$ cat src/rtl/spi_sram_pkg.sv
// Shared constants, state encoding and frame builder for the SPI SRAM bridge.
package spi_sram_pkg;

  localparam logic [7:0] SRAM_CMD_READ  = 8'h03;
  localparam logic [7:0] SRAM_CMD_WRITE = 8'h02;

  localparam int unsigned FRAME_BITS = 48;
  localparam int unsigned DATA_BITS  = 16;

  localparam logic [1:0] ST_IDLE  = 2'd0;
  localparam logic [1:0] ST_SHIFT = 2'd1;
  localparam logic [1:0] ST_HOLD  = 2'd2;

  typedef enum logic [1:0] {
    StIdle  = ST_IDLE,
    StShift = ST_SHIFT,
    StHold  = ST_HOLD
  } state_e;

  // Word address becomes a 24-bit byte address: {7'b0, addr, 1'b0}.
  function automatic logic [FRAME_BITS-1:0] build_frame(input logic           we,
                                                        input logic [15:0]    addr,
                                                        input logic [15:0]    wdata);
    return {(we ? SRAM_CMD_WRITE : SRAM_CMD_READ), 7'b0, addr, 1'b0, wdata};
  endfunction

endpackage

$ cat src/rtl/spi_sram_bridge_if.sv
// Memory-request and SPI pin bundle for the SPI SRAM bridge.
interface spi_sram_bridge_if;
  logic        req;
  logic        we;
  logic [15:0] addr;
  logic [15:0] wdata;
  logic [15:0] rdata;
  logic        ready;
  logic        spi_sck;
  logic        spi_cs_n;
  logic        spi_mosi;
  logic        spi_miso;

  modport slave (
    input  req, we, addr, wdata, spi_miso,
    output rdata, ready, spi_sck, spi_cs_n, spi_mosi
  );

  modport master (
    output req, we, addr, wdata,
    input  rdata, ready
  );

  modport mem (
    input  spi_sck, spi_cs_n, spi_mosi,
    output spi_miso
  );
endinterface

$ cat src/rtl/spi_clk_div.sv
// SCK phase divider: CLK_DIV clks per half-period, one-clk registered rise/fall ticks.
module spi_clk_div #(
  parameter int unsigned CLK_DIV = 2
) (
  input  logic i_clk,
  input  logic i_rst_n,
  input  logic i_en,
  output logic o_rise_tick,
  output logic o_fall_tick
);

  localparam int unsigned CntW = $clog2(CLK_DIV) + 1;
  localparam logic [CntW-1:0] CntMax = CntW'(CLK_DIV - 1);

  logic [CntW-1:0] r_cnt, w_cnt_d;
  logic            r_phase, w_phase_d;
  logic            r_rise, w_rise_d;
  logic            r_fall, w_fall_d;

  always_comb begin
    w_cnt_d   = r_cnt;
    w_phase_d = r_phase;
    w_rise_d  = 1'b0;
    w_fall_d  = 1'b0;
    if (!i_en) begin
      w_cnt_d   = '0;
      w_phase_d = 1'b0;
    end else if (r_cnt == CntMax) begin
      w_cnt_d   = '0;
      w_phase_d = ~r_phase;
      w_rise_d  = ~r_phase;
      w_fall_d  = r_phase;
    end else begin
      w_cnt_d = r_cnt + 1'b1;
    end
  end

  always_ff @(posedge i_clk) begin
    if (!i_rst_n) begin
      r_cnt   <= '0;
      r_phase <= 1'b0;
      r_rise  <= 1'b0;
      r_fall  <= 1'b0;
    end else begin
      r_cnt   <= w_cnt_d;
      r_phase <= w_phase_d;
      r_rise  <= w_rise_d;
      r_fall  <= w_fall_d;
    end
  end

  assign o_rise_tick = r_rise;
  assign o_fall_tick = r_fall;

endmodule

$ cat src/rtl/spi_sram_bridge.sv
// Word-request to SPI frame bridge for a 23LC1024-class SRAM (mode 0, sequential).
module spi_sram_bridge
  import spi_sram_pkg::*;
#(
  parameter int unsigned CLK_DIV = 2
) (
  input logic              i_clk,
  input logic              i_rst_n,
  spi_sram_bridge_if.slave io_bus
);

  state_e                  r_state, w_state_d;
  logic [FRAME_BITS-1:0]   r_tx, w_tx_d;
  logic [DATA_BITS-1:0]    r_rx, w_rx_d;
  logic [DATA_BITS-1:0]    r_rdata, w_rdata_d;
  logic [5:0]              r_bit_cnt, w_bit_cnt_d;
  logic                    r_we, w_we_d;
  logic                    r_sck, w_sck_d;
  logic                    r_cs_n, w_cs_n_d;
  logic                    r_ready, w_ready_d;

  logic                    w_rise_tick;
  logic                    w_fall_tick;
  logic                    w_div_en;
  logic [FRAME_BITS-1:0]   w_frame;

  assign w_div_en = (r_state == StShift);
  assign w_frame  = build_frame(io_bus.we, io_bus.addr, io_bus.wdata);

  spi_clk_div #(
    .CLK_DIV (CLK_DIV)
  ) u_clk_div (
    .i_clk       (i_clk),
    .i_rst_n     (i_rst_n),
    .i_en        (w_div_en),
    .o_rise_tick (w_rise_tick),
    .o_fall_tick (w_fall_tick)
  );

  always_comb begin
    w_state_d   = r_state;
    w_tx_d      = r_tx;
    w_rx_d      = r_rx;
    w_rdata_d   = r_rdata;
    w_bit_cnt_d = r_bit_cnt;
    w_we_d      = r_we;
    w_sck_d     = r_sck;
    w_cs_n_d    = r_cs_n;
    w_ready_d   = r_ready;
    unique case (r_state)
      StIdle: begin
        if (io_bus.req) begin
          w_tx_d      = w_frame;
          w_we_d      = io_bus.we;
          w_bit_cnt_d = '0;
          w_cs_n_d    = 1'b0;
          w_ready_d   = 1'b0;
          w_state_d   = StShift;
        end
      end
      StShift: begin
        if (w_rise_tick) begin
          w_sck_d = 1'b1;
          w_rx_d  = {r_rx[DATA_BITS-2:0], io_bus.spi_miso};
        end
        if (w_fall_tick) begin
          w_sck_d = 1'b0;
          w_tx_d  = {r_tx[FRAME_BITS-2:0], 1'b0};
          if (r_bit_cnt == 6'(FRAME_BITS - 1)) begin
            w_state_d = StHold;
          end else begin
            w_bit_cnt_d = r_bit_cnt + 6'd1;
          end
        end
      end
      StHold: begin
        w_cs_n_d  = 1'b1;
        w_ready_d = 1'b1;
        w_state_d = StIdle;
        if (!r_we) begin
          w_rdata_d = r_rx;
        end
      end
      default: begin
        w_state_d = StIdle;
      end
    endcase
  end

  // Reset wins even mid-frame; the partial receive word never reaches rdata.
  always_ff @(posedge i_clk) begin
    if (!i_rst_n) begin
      r_state   <= StIdle;
      r_tx      <= '0;
      r_rx      <= '0;
      r_rdata   <= '0;
      r_bit_cnt <= '0;
      r_we      <= 1'b0;
      r_sck     <= 1'b0;
      r_cs_n    <= 1'b1;
      r_ready   <= 1'b1;
    end else begin
      r_state   <= w_state_d;
      r_tx      <= w_tx_d;
      r_rx      <= w_rx_d;
      r_rdata   <= w_rdata_d;
      r_bit_cnt <= w_bit_cnt_d;
      r_we      <= w_we_d;
      r_sck     <= w_sck_d;
      r_cs_n    <= w_cs_n_d;
      r_ready   <= w_ready_d;
    end
  end

  // MOSI is the registered MSB of the TX shifter, so it changes only on falling SCK.
  assign io_bus.spi_mosi = r_tx[FRAME_BITS-1];
  assign io_bus.spi_sck  = r_sck;
  assign io_bus.spi_cs_n = r_cs_n;
  assign io_bus.ready    = r_ready;
  assign io_bus.rdata    = r_rdata;

endmodule

$ cat src/flat_wrapper.sv
// flat-port wrapper written by rule: the top's interface ports become plain ports
module spi_sram_bridge_flat import spi_sram_pkg::*;
#(
  parameter int unsigned CLK_DIV = 2
)
  (i_clk, i_rst_n, io_bus_req, io_bus_we, io_bus_addr, io_bus_wdata, io_bus_spi_miso, io_bus_rdata, io_bus_ready, io_bus_spi_sck, io_bus_spi_cs_n, io_bus_spi_mosi);
  spi_sram_bridge_if io_bus_i ();
  input logic i_clk;
  input logic i_rst_n;
  input wire logic [$bits(io_bus_i.req)-1:0] io_bus_req;
  input wire logic [$bits(io_bus_i.we)-1:0] io_bus_we;
  input wire logic [$bits(io_bus_i.addr)-1:0] io_bus_addr;
  input wire logic [$bits(io_bus_i.wdata)-1:0] io_bus_wdata;
  input wire logic [$bits(io_bus_i.spi_miso)-1:0] io_bus_spi_miso;
  output wire logic [$bits(io_bus_i.rdata)-1:0] io_bus_rdata;
  output wire logic [$bits(io_bus_i.ready)-1:0] io_bus_ready;
  output wire logic [$bits(io_bus_i.spi_sck)-1:0] io_bus_spi_sck;
  output wire logic [$bits(io_bus_i.spi_cs_n)-1:0] io_bus_spi_cs_n;
  output wire logic [$bits(io_bus_i.spi_mosi)-1:0] io_bus_spi_mosi;
  assign io_bus_i.req = io_bus_req;
  assign io_bus_i.we = io_bus_we;
  assign io_bus_i.addr = io_bus_addr;
  assign io_bus_i.wdata = io_bus_wdata;
  assign io_bus_i.spi_miso = io_bus_spi_miso;
  assign io_bus_rdata = io_bus_i.rdata;
  assign io_bus_ready = io_bus_i.ready;
  assign io_bus_spi_sck = io_bus_i.spi_sck;
  assign io_bus_spi_cs_n = io_bus_i.spi_cs_n;
  assign io_bus_spi_mosi = io_bus_i.spi_mosi;
  spi_sram_bridge #(.CLK_DIV(CLK_DIV)) u_core (.i_clk(i_clk), .i_rst_n(i_rst_n), .io_bus(io_bus_i));
endmodule
$ cat config.mk
export PLATFORM = sky130hd
export DESIGN_NAME = spi_sram_bridge_flat
export DESIGN_NICKNAME = d
export VERILOG_FILES = /design/src/rtl/spi_sram_pkg.sv /design/src/rtl/spi_sram_bridge_if.sv /design/src/rtl/spi_clk_div.sv /design/src/rtl/spi_sram_bridge.sv /design/src/flat_wrapper.sv
export SDC_FILE = /design/constraint.sdc
export NUM_CORES = 1
export LEC_CHECK = 0
export BUFFER_PORTS_ARGS = -buffer_cell sky130_fd_sc_hd__buf_2
export CORE_MARGIN = 2
export CORE_UTILIZATION = 50
export CTS_CLUSTER_SIZE = 40
export DETAILED_ROUTE_END_ITERATION = 6
export PLACE_DENSITY = 0.78
export SYNTH_ARGS = -nofsm -noshare
export SYNTH_HDL_FRONTEND = slang
export SYNTH_SLANG_ARGS = --single-unit
$ cat constraint.sdc
create_clock -name i_clk -period 2.05 [get_ports i_clk]
set_input_delay 0.1025 -clock i_clk [delete_from_list [all_inputs] [get_ports i_clk]]
set_output_delay 0.1025 -clock i_clk [all_outputs]
set_load 0.02 [all_outputs]
Yosys cells after proc, flatten, opt, wreduce, memory -nomap -nowiden
Index checks and enable logic that the tools add are counted.
- register bits: 96
- input bits: 37
- output and inout bits: 20
- logic and storage cells: 57
- add/sub/neg operators: 2
- equal/unequal tests: 8
- mux-type cells: 16
- bitwise logic cells: 4
- reductions and logical operators: 15
- operator list (kind ; count):
    48-bit two-way mux ; 2
    48-bit case mux with 2 select lines ; 1
    6-bit two-way mux ; 3
    6-bit case mux with 2 select lines ; 1
    2-bit AND reduction ; 6
    3-bit AND reduction ; 3
    6-bit by 1-bit adder with 6-bit output (second input constant) ; 1
    6-bit equality test (second input constant) ; 1
    2-bit two-way mux ; 3
    2-bit nonzero test ; 3
    2-bit by 1-bit equality test with 1-bit output (second input constant) ; 2
    1-bit two-way mux ; 4
    2-bit by 1-bit != test with 1-bit output (second input constant) ; 2
    2-bit != test (second input constant) ; 2
    1-bit inverter ; 4
    2-bit case mux with 2 select lines ; 1
    4-bit AND reduction ; 1
    3-bit OR reduction ; 1
    2-bit by 1-bit adder with 2-bit output (second input constant) ; 1
    2-bit equality test (second input constant) ; 1
    2-bit logical NOT ; 1
    1-bit case mux with 2 select lines ; 1

Logic depth before layout (Yosys ltp)
- depth in word-level cells: 4
- mapped depth: 8
- gate-level depth less buffers: 5

Cells and area by module
Synthesis repeated with hierarchy kept, for this count alone.
- cell total of the unflattened synthesis: 458
- area total of the unflattened synthesis: 3946.3 um^2
- modules (own cells, without submodules) (module ; instances ; cells an instance ; area an instance (um^2) ; seq. area each (um^2)):
    spi_sram_bridge ; 1 ; 442 ; 3773.6 ; 1821.7
    spi_clk_div ; 1 ; 16 ; 172.7 ; 100.1

Least setup slack after synthesis
OpenSTA, ideal clock, no wires.
- path kind: register to register
- start: register u_core.r_bit_cnt[0]
- end: register u_core.r_bit_cnt[1]
- library setup time: 0.124 ns
- data arrival time: 1.253 ns
- required time: 1.926 ns
- path slack: 0.673 ns
- stages on the path, launching flop included: 6
- path buffers: 0
- period minus slack after synthesis: 1.377 ns
- cells stage by stage: dfxtp_1 > ha_1 > nand3_1 > nor3b_1 > a21oi_2 > mux2i_1
- word-level cells in the longest chain between the ends: 4
- elaborated cells on any way between the ends: 7
- classes of those cells: add/sub: 1; eq/ne: 2; mux: 3; reduce/logical: 1
- RTL lines (what ; RTL line ; source):
    from (decl) ; spi_sram_bridge.sv:16 ; logic [5:0] r_bit_cnt, w_bit_cnt_d;
    from (signal assigned) ; spi_sram_bridge.sv:107 ; r_bit_cnt <= w_bit_cnt_d;
    6-bit by 1-bit adder with 6-bit output ; spi_sram_bridge.sv:72 ; w_bit_cnt_d = r_bit_cnt + 6'd1;
    6-bit two-way mux ; spi_sram_bridge.sv:69 ; if (r_bit_cnt == 6'(FRAME_BITS - 1)) begin
    6-bit two-way mux ; spi_sram_bridge.sv:66 ; if (w_fall_tick) begin
    6-bit case mux with 2 select lines ; spi_sram_bridge.sv:50 ; unique case (r_state)
Parallel ways exist; a longest one is shown, timed or not. The select of a mux whose other input is x is not followed.
A chain may end at the register's enable or synchronous reset.

Worst setup path in the final report
- start: register u_core.r_state[0]
- end: register u_core.r_rx[0]
- word-level cells in the longest chain between the ends: 2
- RTL lines (what ; RTL line ; source):
    from (decl) ; spi_sram_bridge.sv:12 ; state_e r_state, w_state_d;
    from (signal assigned) ; spi_sram_bridge.sv:93 ; r_state <= StIdle;
    from (signal assigned) ; spi_sram_bridge.sv:103 ; r_state <= w_state_d;
    2-bit by 1-bit equality test with 1-bit output ; spi_sram_bridge.sv:50 ;
    2-bit AND reduction (no source line) ; -- ;
    to (signal assigned) ; spi_sram_bridge.sv:105 ; r_rx <= w_rx_d;
    to (decl) ; spi_sram_bridge.sv:14 ; logic [DATA_BITS-1:0] r_rx, w_rx_d;
No other way between the ends.

==> results.sh <==
export IMPL_dieHeight_um=93.8
export IMPL_grt_max_degree=65
export IMPL_grt_pass1_vias=3085
export IMPL_synth_seq_area_share_pct=47.7
export IMPL_vias_per_cell=5.24
export IMPL_first_iter_violations=157
export IMPL_min_path_cells=3
export IMPL_crit_type="reg2reg"
export IMPL_final_cell_mix="nand2_1, dfxtp_1, buf_2"
export IMPL_yosys_area_top_type="dfxtp_1"
export IMPL_final_setup_tns_ns=0
export IMPL_r2r_start="u_core.r_state[0]"
export IMPL_synthesis_nets=511
export IMPL_p_sw_uw=913
export IMPL_wl_met3_um=235
export IMPL_drive_gt1_share_pct=17.3
export IMPL_period_share_pct=85.2
export IMPL_worst_pin_slew_ns=0.616
export IMPL_wl_per_cell_um=12.7
export IMPL_core_um2=7770
export IMPL_r2r_setup_slack_ns=0.30
export IMPL_placementRows=32
export IMPL_reg2reg_depth=4
export IMPL_power_mw=3.45
export IMPL_hold_path_class="in2reg"
export IMPL_outcome="completed"
export IMPL_fin_crit_ns=1.75
export IMPL_die_width_um=93.8
export IMPL_top_layer="met4"
export IMPL_wl_met1_um=3750
export IMPL_synth_area_um2=4030
export IMPL_yosysTopAreaCellShare_pct=47.7
export IMPL_drt_total_wl_um=7810
export IMPL_synthFlopType="dfxtp_1"
export IMPL_cts_buffers_inserted=9
export IMPL_end_kind="flop"
export IMPL_pwr_share_seq_pct=56.9
export IMPL_io_pins=57
export IMPL_htreeDepth=3
export IMPL_hp_start="io_bus_we"
export IMPL_r2r_end="u_core.r_rx[0]"
export IMPL_grt_setup_unrepaired="false"
export IMPL_worst_path_max_fanout=16
export IMPL_initial_core_util_pct=51.9
export IMPL_p_comb_share_pct=9.1
export IMPL_gp_congestion=0.809
export IMPL_grt_overflow_total=0
export IMPL_drt_first_pass_iters=4
export IMPL_p_leak_nw=2.03
export IMPL_max_freq_ghz=0.573
export IMPL_finalHoldViolations=0
export IMPL_fin_skew_ns=0.0126
export IMPL_fp_dieArea_um2=8790
export IMPL_synth_cell_types=38
export IMPL_nFillCells=724
export IMPL_cts_reportedPaths_clkPinSlew_ns=0.10
export IMPL_arrival_ns=2.01
export IMPL_diodes=0
export IMPL_p_int_mw=2.53
export IMPL_cts_root_buf="clkbuf_8"
export IMPL_cp_start_kind="flop"
export IMPL_clock_power_share_pct=34.0
export IMPL_netlist_top_cells_area="dfxtp_1, nand2_1, o211a_1"
export IMPL_clock_latency_ns=0.37
export IMPL_synth_edf_count=0
export IMPL_netSwitchingFraction_pct=26.5
export IMPL_hpwlAfterDp_um=5100
export IMPL_cts_repair_resized=0
export IMPL_synthArstFlopShare_pct=0
export IMPL_final_common_cell="nand2_1"
export IMPL_drc=0
export IMPL_ys_warn_count=0
export IMPL_relSlewSlack_pct=58.9
export IMPL_drv_slew=0
export IMPL_cts_tree="done"
export IMPL_grt_pass1_wl_um=13100
export IMPL_wl_met2_um=3660
export IMPL_hold_path_end="u_core.r_we"
export IMPL_cp_required_ns=2.31
export IMPL_dr_total_vias=3234
export IMPL_layout_nets=549
export IMPL_power_density_nw_per_um2=761
export IMPL_vdd_ir_drop_worst_mv=0.348
export IMPL_max_cap_violations=0
export IMPL_grt_antenna_before_repair=0
export IMPL_cts_buffer_depth=2
export IMPL_synth_area_per_cell_um2=8.53
export IMPL_finalSetupViolCount=0
export IMPL_drt_antenna_violating_nets=0
export IMPL_grt_usage_pct=18.6
export IMPL_yosys_register_bits=96
export IMPL_cts_sinks=96
export IMPL_syn_inst=472
export IMPL_port_buffers=56
export IMPL_area_growth_pct=12.4
==> cell families (layout without fill, tap and decap cells) <==
logic type,count (synthesis),in the layout,share of synthesized area [%]
AO/OA/AOI/OAI,97,97,19.8
multiplexers,2,2,0.497
flip-flops,96,96,47.7
XOR/XNOR,1,1,0.217
AND/OR/NAND/NOR,232,232,25.5
buffers and inverters,42,85,5.68
adder cells (fa/ha/maj),2,2,0.621
==> cell type report <==
cell class	count	area (µm²)	area share, %
Sequential cell	96	1920	42.5
Multi-Input combinational cell	334	1880	41.6
Timing Repair Buffer	66	395	8.73
Tap cell	102	128	2.82
Clock buffer	9	124	2.74
Clock inverter	7	62.6	1.38
Inverter	3	11.3	0.249
==> how the worst max path moves through the flow <==
stage,end,slack [ns],cells past startpoint,from
after floorplan,u_core.r_bit_cnt[1],0.67,5,u_core.r_bit_cnt[0]
after global placement,u_core.r_rx[0],0.41,4,u_core.r_state[0]
after detailed placement,u_core.r_rx[0],0.32,4,u_core.r_state[0]
after CTS,u_core.r_bit_cnt[1],0.31,4,u_core.r_state[0]
after global routing,u_core.r_rx[5],0.17,4,u_core.r_state[0]
final,u_core.r_rx[0],0.30,4,u_core.r_state[0]
==> synthesized netlist by cell type, types with 2 or more instances <==
cell and instances:
nor2_1 4, buf_2 17, or2_2 2, mux2i_1 2, a21oi_1 4, o211a_1 32, a21boi_1 19, inv_1 3
buf_4 7, clkbuf_1 11, and2_1 2, dfxtp_1 96, buf_6 3, nand2b_1 2, nor2b_1 4, nor3b_1 4
o21ai_0 5, a31oi_1 2, o211ai_1 2, nand3_1 49, nor3_1 6, nand2_1 152, a21boi_0 28, ha_1 2
==> worst max-delay path: stages (launching register included) <==
cell and delay, ns:
dfxtp_1 0.59, nor2b_4 0.38, nand2_1 0.39, nand2_1 0.19, a21boi_0 0.10
==> power groups by stage <==
stage,combinational [mW],clock [mW],sequential (mW)
6_report,0.313,1.17,1.96
5_1_grt,0.351,1.28,1.97
3_5_place_dp,0.312,0,2.00
4_1_cts,0.316,1.20,1.96
2_1_floorplan,0.234,0,1.99
3_3_place_gp,0.303,0,2.00
==> what timing repair did <==
item / in CTS / in global routing
hold buffers: 1 / 0
endpoints found under the hold margin: 1 / 0
setup buffers: 0 / 0
==> state kept, by name, summed over array words and instances, names as in the netlist <==
register	flops
u_core.io_bus.rdata	16
u_core.r_state	2
u_core.u_clk_div.r_phase	1
u_core.io_bus.spi_sck	1
u_core.u_clk_div.r_cnt	2
u_core.r_tx	48
u_core.u_clk_div.o_rise_tick	1
u_core.u_clk_div.o_fall_tick	1
u_core.r_bit_cnt	6
u_core.r_rx	16
u_core.io_bus.spi_cs_n	1
u_core.r_we	1
==> layer usage <==
layer	vias to the layer above	track usage (%)
li1	1675	-
met2	42	31.3
met1	1505	22.4
met4	0	10.1
met3	12	3.29
met5	-	0
==> stage by stage <==
step                      utilization (%)  area [µm²]  hold WS [ns]  std cells  setup WS [ns]
after floorplan                         -        4030         0.247        472          0.673
after global placement               55.8        4330         0.364        600          0.410
after detailed placement             55.8        4330         0.371        600          0.320
after CTS                            58.3        4530        0.0236        617          0.306
after global routing                 58.3        4530        0.0625        617          0.171
final                                58.3        4530        0.0285        617          0.304
Note: power is estimated with default switching activity, not from simulation.
